--- config.mk ---
export PLATFORM = sky130hd
export DESIGN_NAME = onehot_dispatcher
export DESIGN_NICKNAME = d
export VERILOG_FILES = /design/src/rtl/onehot_dispatcher.sv
export SDC_FILE = /design/constraint.sdc
export NUM_CORES = 1
export LEC_CHECK = 0
export CORE_ASPECT_RATIO = 1.2
export CORE_UTILIZATION = 55
export DETAILED_ROUTE_END_ITERATION = 12
export PLACE_DENSITY = 0.81
export RECOVER_POWER = 50
export SLEW_MARGIN = 20
export SYNTH_ARGS = -nofsm -noshare
export SYNTH_HDL_FRONTEND = slang
export SYNTH_SLANG_ARGS = --single-unit
export TNS_END_PERCENT = 50
--- constraint.sdc ---
create_clock -name clk -period 3.3 [get_ports clk]
set_input_delay 0.495 -clock clk [delete_from_list [all_inputs] [get_ports clk]]
set_output_delay 0.495 -clock clk [all_outputs]
set_load 0.02 [all_outputs]
--- src/rtl/onehot_dispatcher.sv ---
// onehot_dispatcher
// Turns an encoded line index into a held one-hot request line.
// The line stays up until its consumer acknowledges it or a timeout expires.
// Ports:
//   clk          clock, rising edge
//   rst_n        synchronous active-low reset
//   in_idx       encoded line index
//   in_valid     index valid
//   in_ready     index can be accepted this cycle (registered)
//   out_onehot   one-hot request line, 1 << captured index while active
//   ack          per-line acknowledge; only the active line's bit is used
//   busy         a request is active
//   done         one-cycle pulse: request acknowledged
//   timeout_err  one-cycle pulse: request expired without ack
//   done_count   saturating count of acknowledged requests
module onehot_dispatcher #(
  parameter int unsigned IDX_W   = 2,
  parameter int unsigned TIMEOUT = 15
) (
  input  logic                  clk,
  input  logic                  rst_n,
  input  logic [IDX_W-1:0]      in_idx,
  input  logic                  in_valid,
  output logic                  in_ready,
  output logic [(1<<IDX_W)-1:0] out_onehot,
  input  logic [(1<<IDX_W)-1:0] ack,
  output logic                  busy,
  output logic                  done,
  output logic                  timeout_err,
  output logic [7:0]            done_count
);

  localparam int unsigned N = 1 << IDX_W;
  localparam logic [7:0] LAST = 8'(TIMEOUT - 1);
  localparam logic [N-1:0] ONE = {{(N-1){1'b0}}, 1'b1};

  typedef enum logic {
    IDLE,
    DRIVE
  } state_t;

  state_t           state;
  logic [IDX_W-1:0] idx;
  logic [7:0]       cnt;

  always_ff @(posedge clk) begin
    if (!rst_n) begin
      state       <= IDLE;
      idx         <= '0;
      cnt         <= '0;
      in_ready    <= 1'b1;
      busy        <= 1'b0;
      out_onehot  <= '0;
      done        <= 1'b0;
      timeout_err <= 1'b0;
      done_count  <= '0;
    end else begin
      done        <= 1'b0;
      timeout_err <= 1'b0;
      case (state)
        IDLE: begin
          if (in_valid) begin
            state      <= DRIVE;
            idx        <= in_idx;
            cnt        <= '0;
            in_ready   <= 1'b0;
            busy       <= 1'b1;
            out_onehot <= ONE << in_idx;
          end
        end
        DRIVE: begin
          // Ack wins over an expiry on the same edge.
          if (ack[idx]) begin
            state      <= IDLE;
            in_ready   <= 1'b1;
            busy       <= 1'b0;
            out_onehot <= '0;
            done       <= 1'b1;
            if (done_count != 8'hFF) done_count <= done_count + 8'd1;
          end else if (cnt == LAST) begin
            state       <= IDLE;
            in_ready    <= 1'b1;
            busy        <= 1'b0;
            out_onehot  <= '0;
            timeout_err <= 1'b1;
          end else begin
            cnt <= cnt + 8'd1;
          end
        end
        default: begin
          state      <= IDLE;
          in_ready   <= 1'b1;
          busy       <= 1'b0;
          out_onehot <= '0;
        end
      endcase
    end
  end

endmodule
==> flow_summary.ini, run 1 <==
[status]
status = finished clean

[floorplan]
die_h_um = 56.3
die-width_um = 47.2
io_pins = 25
num_rows = 19
dieArea_um2 = 2660
initial_core_util_pct = 58.5
core_region_area_um2 = 2310

[cells_and_area]
area_delta_synth_final_pct = 21.0
final_cell_mix = dfxtp_1 (27), nand2_1 (15), clkdlybuf4s50_1 (14), nand3_1 (12), o21ai_0 (11)
final_common_cell = dfxtp_1
final_core_util_pct = 70.9
drive_above_1_share_pct = 9.20
antenna_cells = 0
nets = 187

[logic_synthesis]
yosysSeqAreaShare_pct = 40.0
yosysWarningCount = 0
syn_area_um2 = 1350
synthArstFlopShare_pct = 0
syn_nets = 163
synth-edff-count = 0
synth_seq_cells = 27
synth_ff_type = dfxtp_1
netlist_instances = 151
synth_cell_type_count = 36
avgSynthCellArea_um2 = 8.94

[sta]
setup_viol = 0
finalHoldViolCount = 0
finalCritPeriodShare_pct = 74.2
fin_crit_ns = 2.45
setup_tns_ns = 0
worst_pin_slew_ns = 0.950
max_slew_margin_pct = 36.6
maxClockFrequency_mhz = 409
drv_slew = 0
rsz0062_at_grt = false
fin_skew_ns = 0.00121
timing.final.ws_setup_ns = 0.853

[clock_network]
cts-buffers-inserted = 3
clk_path_buf_depth = 2
cts_hold_buf = 0
post_cts_buffers = 0
clock-sinks = 27
clock_latency_ns = 0.32
cts_root_buffer = clkbuf_4
cts_tree = done
htreeDepth = 1
clk_pin_slew_ns = 0.14
post_cts_resized = 0

[detailed_routing]
drt-total-wl_um = 2690
ant_nets = 0
drtIter0Drc = 12
via_per_inst = 5.75
wire_per_inst_um = 13.1
drc = 0
vias = 1178
dr.pass1.iters = 4

[global_route]
grt_pass1_wl_um = 4620
track_usage_pct = 23.6
grt_antenna_before_repair = 0
grt_pass1_vias = 1129
grt_start_max_net_pins = 27
grt-ovfl-total = 0

[worst_setup_path]
cp-start-kind = input pin
crit_family = buffers and inverters
slowest_delay_ns = 0.56
required_ns = 3.58
end_kind = register
cp.arrival_ns = 2.73
cp_max_fo = 7
r2r_slack_ns = 1.14
crit_path_top_delay_cell = dlygate4sd3_1
worst-setup-path-type = input pin to register
crit_chain = dlygate4sd3_1, mux4_2, a311oi_2, buf_4, mux2i_1, and2_1
crit_buf_inv = 2

[placed_design]
port_buffers = 24
dp_hpwl_um = 2120
dp_slack_ns = 0.640
gp_congestion = 0.827

[power_and_ir_drop]
ir_worst_vdd_mv = 0.349
finalPower_mw = 0.562
p_leak_nw = 0.633
pwr_density_cell_nw_per_um2 = 344

[worst_hold_path]
min_path_type = register to register

[job]
maxCapViolations = 0
-- metal layers --
| layer | share of wire [%] | vias to the layer above | GRT usage (%) |
|---|---|---|---|
| li1 | - | 600 | - |
| met1 | 40 | 550 | 24.2 |
| met2 | 56 | 23 | 43.6 |
| met3 | 2.8 | 5 | 3.22 |
| met4 | 1.6 | 0 | 10.2 |
| met5 | 0 | - | 0 |
-- sequential cells by signal, indices dropped and copies added, names as in the netlist --
| signal | flops |
|---|---|
| timeout_err | 1 |
| done | 1 |
| cnt | 8 |
| out_onehot | 4 |
| idx | 2 |
| busy | 1 |
| in_ready | 1 |
| done_count | 8 |
| state | 1 |
-- cells in the mapped netlist, types with 2 or more instances --
library cell / number / area [µm²]
or3_1: 3 / 18.8
or2_2: 2 / 12.5
nand2b_1: 7 / 43.8
mux2_2: 2 / 22.5
inv_1: 4 / 15.0
and3_1: 5 / 31.3
and2_1: 4 / 25.0
nand4_1: 4 / 25.0
or4_1: 2 / 15.0
clkbuf_1: 6 / 22.5
a31oi_1: 2 / 12.5
dfxtp_1: 27 / 541
nand3_1: 12 / 60.1
or4b_2: 2 / 20.0
o21ai_0: 11 / 55.1
mux2i_1: 6 / 60.1
a21boi_0: 10 / 75.1
nor2_1: 7 / 26.3
ha_1: 3 / 37.5
nand2_1: 15 / 56.3
o31ai_1: 2 / 15.0
-- stage by stage --
step	hold slack, ns	cell area [µm²]	instances
floorplan	0.458	1350	151
global placement	0.444	1610	201
detailed placement	0.456	1610	201
CTS	0.476	1640	205
global route	0.495	1630	205
finish	0.470	1630	205
-- final timing paths --
path,startpoint,endpoint,cells after the start
setup reg to reg,idx[0]$_SDFFE_PN0P_,cnt[1]$_SDFFE_PN0P_,5
setup / recovery,ack[3],cnt[1]$_SDFFE_PN0P_,6
hold / removal,in_ready$_SDFFE_PN1P_,in_ready$_SDFFE_PN1P_,2
hold reg to reg,in_ready$_SDFFE_PN1P_,in_ready$_SDFFE_PN1P_,2
-- power breakdown --
part           switching [mW]  internal (mW)  leakage [nW]
clock                  0.0958         0.0455        0.0177
sequential            0.00986          0.336         0.219
combinational          0.0401         0.0355         0.396
-- logic make-up (layout without fill, tap and decap cells) --
logic type	after synthesis	count (layout)	synth area share [%]
flops	27	27	40.0
compound gates	33	33	17.2
simple gates	68	68	28.5
fa+ha+maj	3	3	2.78
buf+inv	11	34	3.61
mux	9	9	7.78
-- tightest hold or removal path, stage by stage, from the launching register on --
cell     delay [ns]
dfxtp_1        0.34
inv_1          0.05
a31oi_1        0.06
-- layout make-up --
type	instances	area, µm²
clock buffers	3	22.5
clock inverters	1	5.00
fillers	205	672
inverters	4	15.0
multi-input cells	113	761
flip-flops and latches	27	541
well taps	31	38.8
repair buffers	26	251
Note: power is estimated with default switching activity, not from simulation.
==> run 2: changes to the inputs <==
CORE_UTILIZATION = 51   (was 55)
PLACE_DENSITY = 0.76   (was 0.81)
clock period = 2.4 ns   (was 3.3 ns; I/O delays follow)
==> flow_summary.ini, run 2 (synthesized netlist as in run 1, its figures left out) <==
[sta]
drv_slew = 0
rsz0062_at_grt = false
setup_tns_ns = 0
worst_pin_slew_ns = 0.435
setup_viol = 0
finalHoldViolCount = 0
fin_skew_ns = 0.00582
max_slew_margin_pct = 70.7
maxClockFrequency_mhz = 480
fin_crit_ns = 2.09
finalCritPeriodShare_pct = 86.9

[cells_and_area]
final_cell_mix = dfxtp_1 (27), nand2_1 (15), clkdlybuf4s50_1 (13), nand3_1 (12)
fillers = 219
final_common_cell = dfxtp_1
top_regs = cnt x8, done_count x8, out_onehot x4
area_delta_synth_final_pct = 22.3
drive_above_1_share_pct = 10.2
final_area_um2 = 1650
antenna_cells = 0
nets = 189

[floorplan]
dieArea_um2 = 2860
core_region_area_um2 = 2530
io_pins = 25
die-width_um = 49.0
die_h_um = 58.4
num_rows = 20
initial_core_util_pct = 53.4

[placed_design]
dp_hpwl_um = 2190
place_area_um2 = 1630
gp_congestion = 0.800
port_buffers = 24

[global_route]
track_usage_pct = 23.7
grt_pass1_vias = 1157
grt-ovfl-total = 0
grt_pass1_wl_um = 5190
grt_antenna_before_repair = 0
grt_start_max_net_pins = 23

[worst_setup_path]
ff2ff_path_depth = 5
worst-setup-path-type = input pin to register
cp_max_fo = 6
cp-startpoint = ack[3]
reg2reg_from = idx[0]$_SDFFE_PN0P_
required_ns = 2.65
r2r_slack_ns = 0.36
r2r_end = done_count[4]$_SDFFE_PN0P_
cp.arrival_ns = 2.33
cp-start-kind = input pin
end_kind = register

[clock_network]
cts_tree = done
clock-sinks = 27
post_cts_resized = 0
htreeDepth = 1
clk_path_buf_depth = 2
cts-buffers-inserted = 3
clk_pin_slew_ns = 0.14
cts_hold_buf = 0
clock_latency_ns = 0.33
post_cts_buffers = 0
cts_root_buffer = clkbuf_4

[power_and_ir_drop]
ir_worst_vdd_mv = 0.376
p_leak_nw = 0.653
switching_share_pct = 25.9
switchingPower_mw = 0.201
pwr_density_cell_nw_per_um2 = 470
clock_power_share_pct = 25.0
pwr-share-seq_pct = 61.2
internal_power_mw = 0.575
pwr-share-comb_pct = 13.8

[job]
maxCapViolations = 0

[worst_hold_path]
hp-start = in_ready$_SDFFE_PN1P_
hold_depth = 2
min_path_type = register to register
min_to = in_ready$_SDFFE_PN1P_

[detailed_routing]
vias = 1175
dr.pass1.iters = 4
ant_nets = 0
via_per_inst = 5.62
drc = 0
drtIter0Drc = 24
drt-total-wl_um = 2820
wire_per_inst_um = 13.5

[status]
status = finished clean
run 2: per-layer routing:
layer | routed length (µm) | GRT usage, % | up-vias
met5 | 0 | 0 | -
met4 | 48 | 10.1 | 0
met3 | 61 | 3.10 | 5
met2 | 1520 | 45.6 | 16
met1 | 1200 | 26.1 | 555
li1 | - | - | 599
run 2: critical path, cell delays in order:
cell and delay [ns]:
clkdlybuf4s50_1 0.48, mux4_2 0.27, clkbuf_1 0.23, nand3_1 0.21, or4_1 0.54, a21boi_0 0.24
run 2: cell type report:
cell class	instances	area (µm²)	area share (%)
Inverter	4	15.0	0.909
Clock buffer	3	22.5	1.36
Timing Repair Buffer	28	267	16.1
Clock inverter	1	5.00	0.303
Multi-Input combinational cell	113	761	46.1
Tap cell	33	41.3	2.50
Sequential cell	27	541	32.7
run 2: power by group through the flow:
| stage | clock network, mW | registers [mW] | logic (mW) |
|---|---|---|---|
| after floorplan | 0 | 0.491 | 0.0584 |
| after CTS | 0.202 | 0.476 | 0.112 |
| final | 0.194 | 0.475 | 0.107 |
| after global placement | 0 | 0.484 | 0.110 |
| after global routing | 0.214 | 0.478 | 0.118 |
| after detailed placement | 0 | 0.486 | 0.112 |
run 2: worst max path at each step:
stage / cells after the start / to / slack [ns]
after floorplan: 5 / cnt[2]$_SDFFE_PN0P_ / 0.56
after global placement: 6 / cnt[5]$_SDFFE_PN0P_ / 0.14
after detailed placement: 6 / cnt[5]$_SDFFE_PN0P_ / 0.08
after CTS: 5 / cnt[5]$_SDFFE_PN0P_ / 0.42
after global routing: 6 / done_count[4]$_SDFFE_PN0P_ / 0.20
final: 6 / done_count[4]$_SDFFE_PN0P_ / 0.31
run 2: metrics by stage:
| stage | hold WS [ns] | instances | worst slack, ns | util [%] | power (mW) |
|---|---|---|---|---|---|
| finish | 0.470 | 209 | 0.315 | 65.3 | 0.776 |
| global route | 0.499 | 209 | 0.203 | 65.3 | 0.810 |
| CTS | 0.476 | 209 | 0.420 | 65.5 | 0.790 |
| detailed placement | 0.457 | 205 | 0.0766 | 64.4 | 0.598 |
| global placement | 0.445 | 205 | 0.136 | 64.4 | 0.594 |
| floorplan | 0.458 | 151 | 0.559 | - | 0.549 |
==> RTL edit 1: new RTL, config.mk and constraints of run 2 <==
Put one more register stage on the output `done_count`, with the module's reset. The value now appears one clock later. The other outputs are not delayed to match.
--- a/src/rtl/onehot_dispatcher.sv
+++ b/src/rtl/onehot_dispatcher.sv
@@ -41,2 +41,4 @@
 
+  logic [7:0] done_count_s0;
+
   state_t           state;
@@ -55,3 +57,3 @@
       timeout_err <= 1'b0;
-      done_count  <= '0;
+      done_count_s0 <= '0;
     end else begin
@@ -78,3 +80,3 @@
             done       <= 1'b1;
-            if (done_count != 8'hFF) done_count <= done_count + 8'd1;
+            if (done_count_s0 != 8'hFF) done_count_s0 <= done_count_s0 + 8'd1;
           end else if (cnt == LAST) begin
@@ -99,2 +101,10 @@
 
+  always_ff @(posedge clk) begin
+    if (!rst_n) begin
+      done_count <= '0;
+    end else begin
+      done_count <= done_count_s0;
+    end
+  end
+
 endmodule
Check against the original RTL: not equivalent (a bounded check fails within 4 cycles, from zero or initial values and one cycle with rst_n low).
==> RTL edit 1 against run 2 <==
- power increased by 31%
- wire length increased by 11%
- worst setup slack improved by 54 ps
- area after synthesis increased by 10%
- register-to-register slack improved by 160 ps
- synthesized cell count increased by 6.0%
- sequential cell count increased by 8
- cell count increased by 6.2%
- cell area increased by 9.2%
- largest cell class unchanged
==> RTL edit 1: results (changes against run 2) <==
* CTS Root Buffer Type: clkbuf_4
* Placer Congestion at 0.865 (+8.1%)
* Number of buffers on the longest clock path at 2 (unchanged)
* Number of diodes added for antenna fixing at 0 (unchanged)
* Via density at 5.86 (+4.3%)
* Leakage at 0.000694 uW (+6.2%)
* Min-delay worst type: reg2reg
* Layout cells sized above 1 at 5.85% (-4.4 points)
* First-pass GRT wire length at 5060 um (-2.4%)
* Most used standard cells in the synthesized netlist: dfxtp_1, nand2_1, and2_1, nand3_1
* Worst Max-Slew Pin Slew at 997 ps (+561 ps)
* CTS buffer count at 5 (+2)
* Cell with the largest stage delay on the worst path: clkbuf_1
* Half-perimeter wire length after detailed placement at 2160 um (-1.5%)
* 1st-iter DRT viols at 33 (+38%)
* Largest net degree at the start of global routing at 25 (+8.7%)
* Clock H-tree levels at 2 (+1)
* Maximum fanout count along the critical path at 24 (+18)
* TritonRoute pass-1 iters at 4 (unchanged)
* Clock-pin slew on the worst setup and hold paths at 100 ps (-40 ps)
* Fraction of the yosys area taken by sequential cells at 47.0% (+7.0 points)
* Number of inserted filler cells in the final layout at 252 (+15%)
* Nets in the synthesized netlist at 172 (+5.5%)
* Clock insertion delay at the later pin of the skew report at 340 ps
* Total of buffers placed on input and output ports at 24 (unchanged)
* Total Routed Length at 3130 um (+11%)
* Stage delay of the slowest cell on the critical path at 750 ps (+210 ps)
* Ys flop type: dfxtp_1
* Dominant cells by area after synthesis: dfxtp_1, and2_1, nand2_1
* Peak supply drop at 414 uV (+10%)
* Count of buffers added by post-CTS timing repair for setup at 0 (unchanged)
* Setup violation total in the final timing report at 0 (unchanged)
* Proportion of synthesized flip-flops having asynchronous set or reset at 0% (unchanged)
* Maximum clock skew at final layout at 2.96 ps (-2.86 ps)
* Vias in the first global route at 1,168 (+0.95%)
* Result of the run: completed
* Total number of nets in the final design at 199 (+5.3%)
* Number of distinct library cells after synthesis at 39 (+8.3%)
* Biggest regs: cnt (8), done_count (8), done_count_s0 (8)
* Number of warnings issued by yosys at 0 (unchanged)
* Antenna violations before repair at 0 (unchanged)
* Number of gates resized after CTS at 0 (unchanged)
* Global routing usage summed across all routing layers at 22.7% (-1.0 points)
## RTL edit 1: metal layers
layer	GRT usage, %	up-vias	wire length (um)
li1	-	644	-
met1	22.6	615	1310
met2	41.7	34	1600
met3	7.65	9	137
met4	12.7	0	80
met5	0	-	0
## RTL edit 1: kinds of logic after synthesis
kind of cell | after synthesis | synth area share (%)
and+or+nand+nor | 74 | 26.6
DFF | 35 | 47.0
AOI/OAI and AO/OA | 30 | 13.4
buffers and inverters | 10 | 3.11
muxes | 8 | 7.30
adders and majority gates | 3 | 2.52
## RTL edit 1: layout make-up
| cell class | instances | area share [%] |
|---|---|---|
| Clock buffer | 7 | 2.50 |
| Inverter | 4 | 0.833 |
| Sequential cell | 35 | 38.9 |
| Clock inverter | 1 | 0.278 |
| Multi-Input combinational cell | 115 | 41.2 |
| Timing Repair Buffer | 26 | 13.9 |
| Tap cell | 34 | 2.36 |
## RTL edit 1: critical path, delay by kind of cell
family | cells | cell delay [ps]
buf+inv | 2 | 1300
compound gates | 1 | 330
simple gates | 1 | 280
## RTL edit 1: final timing paths
check / cells after the start / slack (ps) / endpoint / start
min: 2 / 470 / out_onehot[0] / out_onehot[0]
min reg2reg: 2 / 470 / out_onehot[0] / out_onehot[0]
max reg2reg: 4 / 520 / cnt[7] / idx[1]
max: 4 / 370 / out_onehot[2] / rst_n
## RTL edit 1: per-stage QoR
stage          instance area, um2  std cells  worst slack [ps]  utilization, %
2_1_floorplan                1490        160               782               -
3_3_place_gp                 1760        214               277            63.1
3_5_place_dp                 1760        214               191            63.1
4_1_cts                      1810        222               525            64.9
5_1_grt                      1800        222               226            64.7
6_report                     1800        222               369            64.7
## RTL edit 1: report_power, final
group	total [uW]	switching (uW)	internal, uW
Clock	308	194	114
Combinational	104	58.5	45.1
Sequential	606	12.0	594
Total	1020	265	753
==> RTL edit 2: new RTL, config.mk and constraints of run 2 <==
Without the edit above. The parameter `IDX_W` goes from 2 to 1.
--- a/src/rtl/onehot_dispatcher.sv
+++ b/src/rtl/onehot_dispatcher.sv
@@ -16,3 +16,3 @@
 module onehot_dispatcher #(
-  parameter int unsigned IDX_W   = 2,
+  parameter int unsigned IDX_W   = 1,
   parameter int unsigned TIMEOUT = 15
Ports: changed (resized ack, in_idx and out_onehot); port bits go from 25 to 20. The function was not compared with the original's and may differ.
==> RTL edit 2 against run 2 <==
- combinational power shrank 19%
- fmax rose by 5.3%
- largest power group unchanged
- sequential cell count fell by 3
- sequential power shrank 11%
- power is 12% lower
- cell area is 15% lower
- clock skew shrank 2.2 ps
- area after synthesis down 13%
- sequential share of layout area increased by 1.4 points
- worst setup slack better by 110 ps
- largest cell class unchanged
- wire length fell by 8.6%
- critical path depth is 1 higher
- global-route usage down 1.0 points
==> RTL edit 2: results (changes against run 2) <==
* TritonRoute pass-1 iters at 4 (unchanged)
* 1st-iter DRT viols at 16 (-33%)
* Vias in the first global route at 917 (-21%)
* Total number of vias at 1,103 (-6.1%)
* Clock H-tree levels at 1 (unchanged)
* Gate family responsible for the most delay along the worst path: simple AND/OR/NAND/NOR gates
* Maximum fanout count along the critical path at 12 (+6)
* Cell with the largest stage delay on the worst path: dfxtp_1
* Biggest regs: cnt (8), done_count (8), out_onehot (2)
* Stage delay of the slowest cell on the critical path at 450 ps (-90 ps)
* Routing usage on met3 at 3.30% (+0.20 points)
* Placer Congestion at 0.765 (-4.4%)
* Met2 Usage GRT at 42.1% (-3.5 points)
* Total of buffers placed on input and output ports at 19 (-21%)
* Ys flop type: dfxtp_1
* Leakage at 0.000503 uW (-23%)
* Post-placement cell area at 1390 um2 (-14%)
* Layout cells sized above 1 at 4.58% (-5.7 points)
* Half-perimeter wire length after detailed placement at 1910 um (-13%)
* Internal power at 502 uW (-13%)
* Global routing usage summed across all routing layers at 22.7% (-1.0 points)
* Synthesized area per cell at 8.67 um2 (-3.0%)
* Nets in the synthesized netlist at 144 (-12%)
* Number of gates resized after CTS at 0 (unchanged)
* Count of antenna-violating nets left after detailed routing at 0 (unchanged)
* Number of distinct library cells after synthesis at 39 (+8.3%)
* Fraction of the yosys area taken by sequential cells at 41.0% (+0.99 points)
* Count of buffers added by post-CTS timing repair for setup at 0 (unchanged)
* Peak supply drop at 384 uV (+2.3%)
* Result of the run: completed
* Most used standard cells in the synthesized netlist: dfxtp_1, a21oi_1, nand3_1
* Routed wire per std cell at 14.1 um (+4.4%)
* Largest net degree at the start of global routing at 14 (-39%)
* Maximum clock skew at final layout at 3.58 ps (-2.24 ps)
* Met1 track demand over resource at 25.7% (-0.47 points)
* DP Cell Count at 180 (-12%)
* First-pass GRT wire length at 4050 um (-22%)
* Dominant cells by area after synthesis: dfxtp_1, a21oi_1, nand3_1
* Via density at 6.03 (+7.2%)
* Total number of nets in the final design at 164 (-13%)
* Worst Max-Slew Pin Slew at 724 ps (+289 ps)
* Clock insertion delay at the later pin of the skew report at 310 ps (-20 ps)
* Clock-pin slew on the worst setup and hold paths at around 130 ps
-- RTL edit 2: power by group through the flow --
stage	sequential (uW)	combinational (uW)	clock, uW
after floorplan	433	47.9	0
after global placement	430	88.0	0
after detailed placement	430	89.7	0
after global routing	423	94.8	192
after CTS	421	90.3	178
final	421	87.1	174
-- RTL edit 2: per-layer routing --
metal,share of wire [%],vias to the layer above,wire [um]
met5,0,-,0
met4,0.43,0,11
met3,2.7,2,70
met2,53,26,1370
met1,44,517,1130
li1,-,558,-
-- RTL edit 2: final cells by class --
cell class | count | area [um2]
multi-input combinational | 99 | 639
sequential | 24 | 480
timing repair buffer | 22 | 209
inverter | 5 | 18.8
clock buffer | 3 | 22.5
fill | 195 | 709
tap | 30 | 37.5
-- RTL edit 2: stage by stage --
step	power (uW)	setup WS [ps]
5_1_grt	710	302
2_1_floorplan	481	624
3_5_place_dp	520	366
3_3_place_gp	518	413
6_report	682	421
4_1_cts	690	490
-- RTL edit 2: worst register-to-register path: cells and delay by family (launching register included) --
| kind | cells | cell delay (ps) |
|---|---|---|
| AOI/OAI and AO/OA | 2 | 460 |
| adders and majority gates | 1 | 190 |
| buffers and inverters | 2 | 300 |
| DFF | 1 | 450 |
| and+or+nand+nor | 2 | 490 |
-- RTL edit 2: worst paths after layout --
check               from  slack [ps]  depth (start not counted)  endpoint
hold reg to reg      idx         510                          2       idx
setup / recovery  cnt[0]         420                          7    cnt[1]
setup reg to reg  cnt[0]         420                          7    cnt[1]
hold / removal       idx         510                          2       idx
-- RTL edit 2: kinds of logic (layout without fill, tap and decap cells) --
kind of cell	count (synthesis)	after routing	share of synthesized area, %
AOI/OAI and AO/OA	41	41	23.2
DFF	24	24	41.0
xor gates and xnor gates	2	2	1.50
and+or+nand+nor	50	50	24.1
buffers and inverters	12	30	3.95
adders and majority gates	3	3	3.21
muxes	3	3	2.99
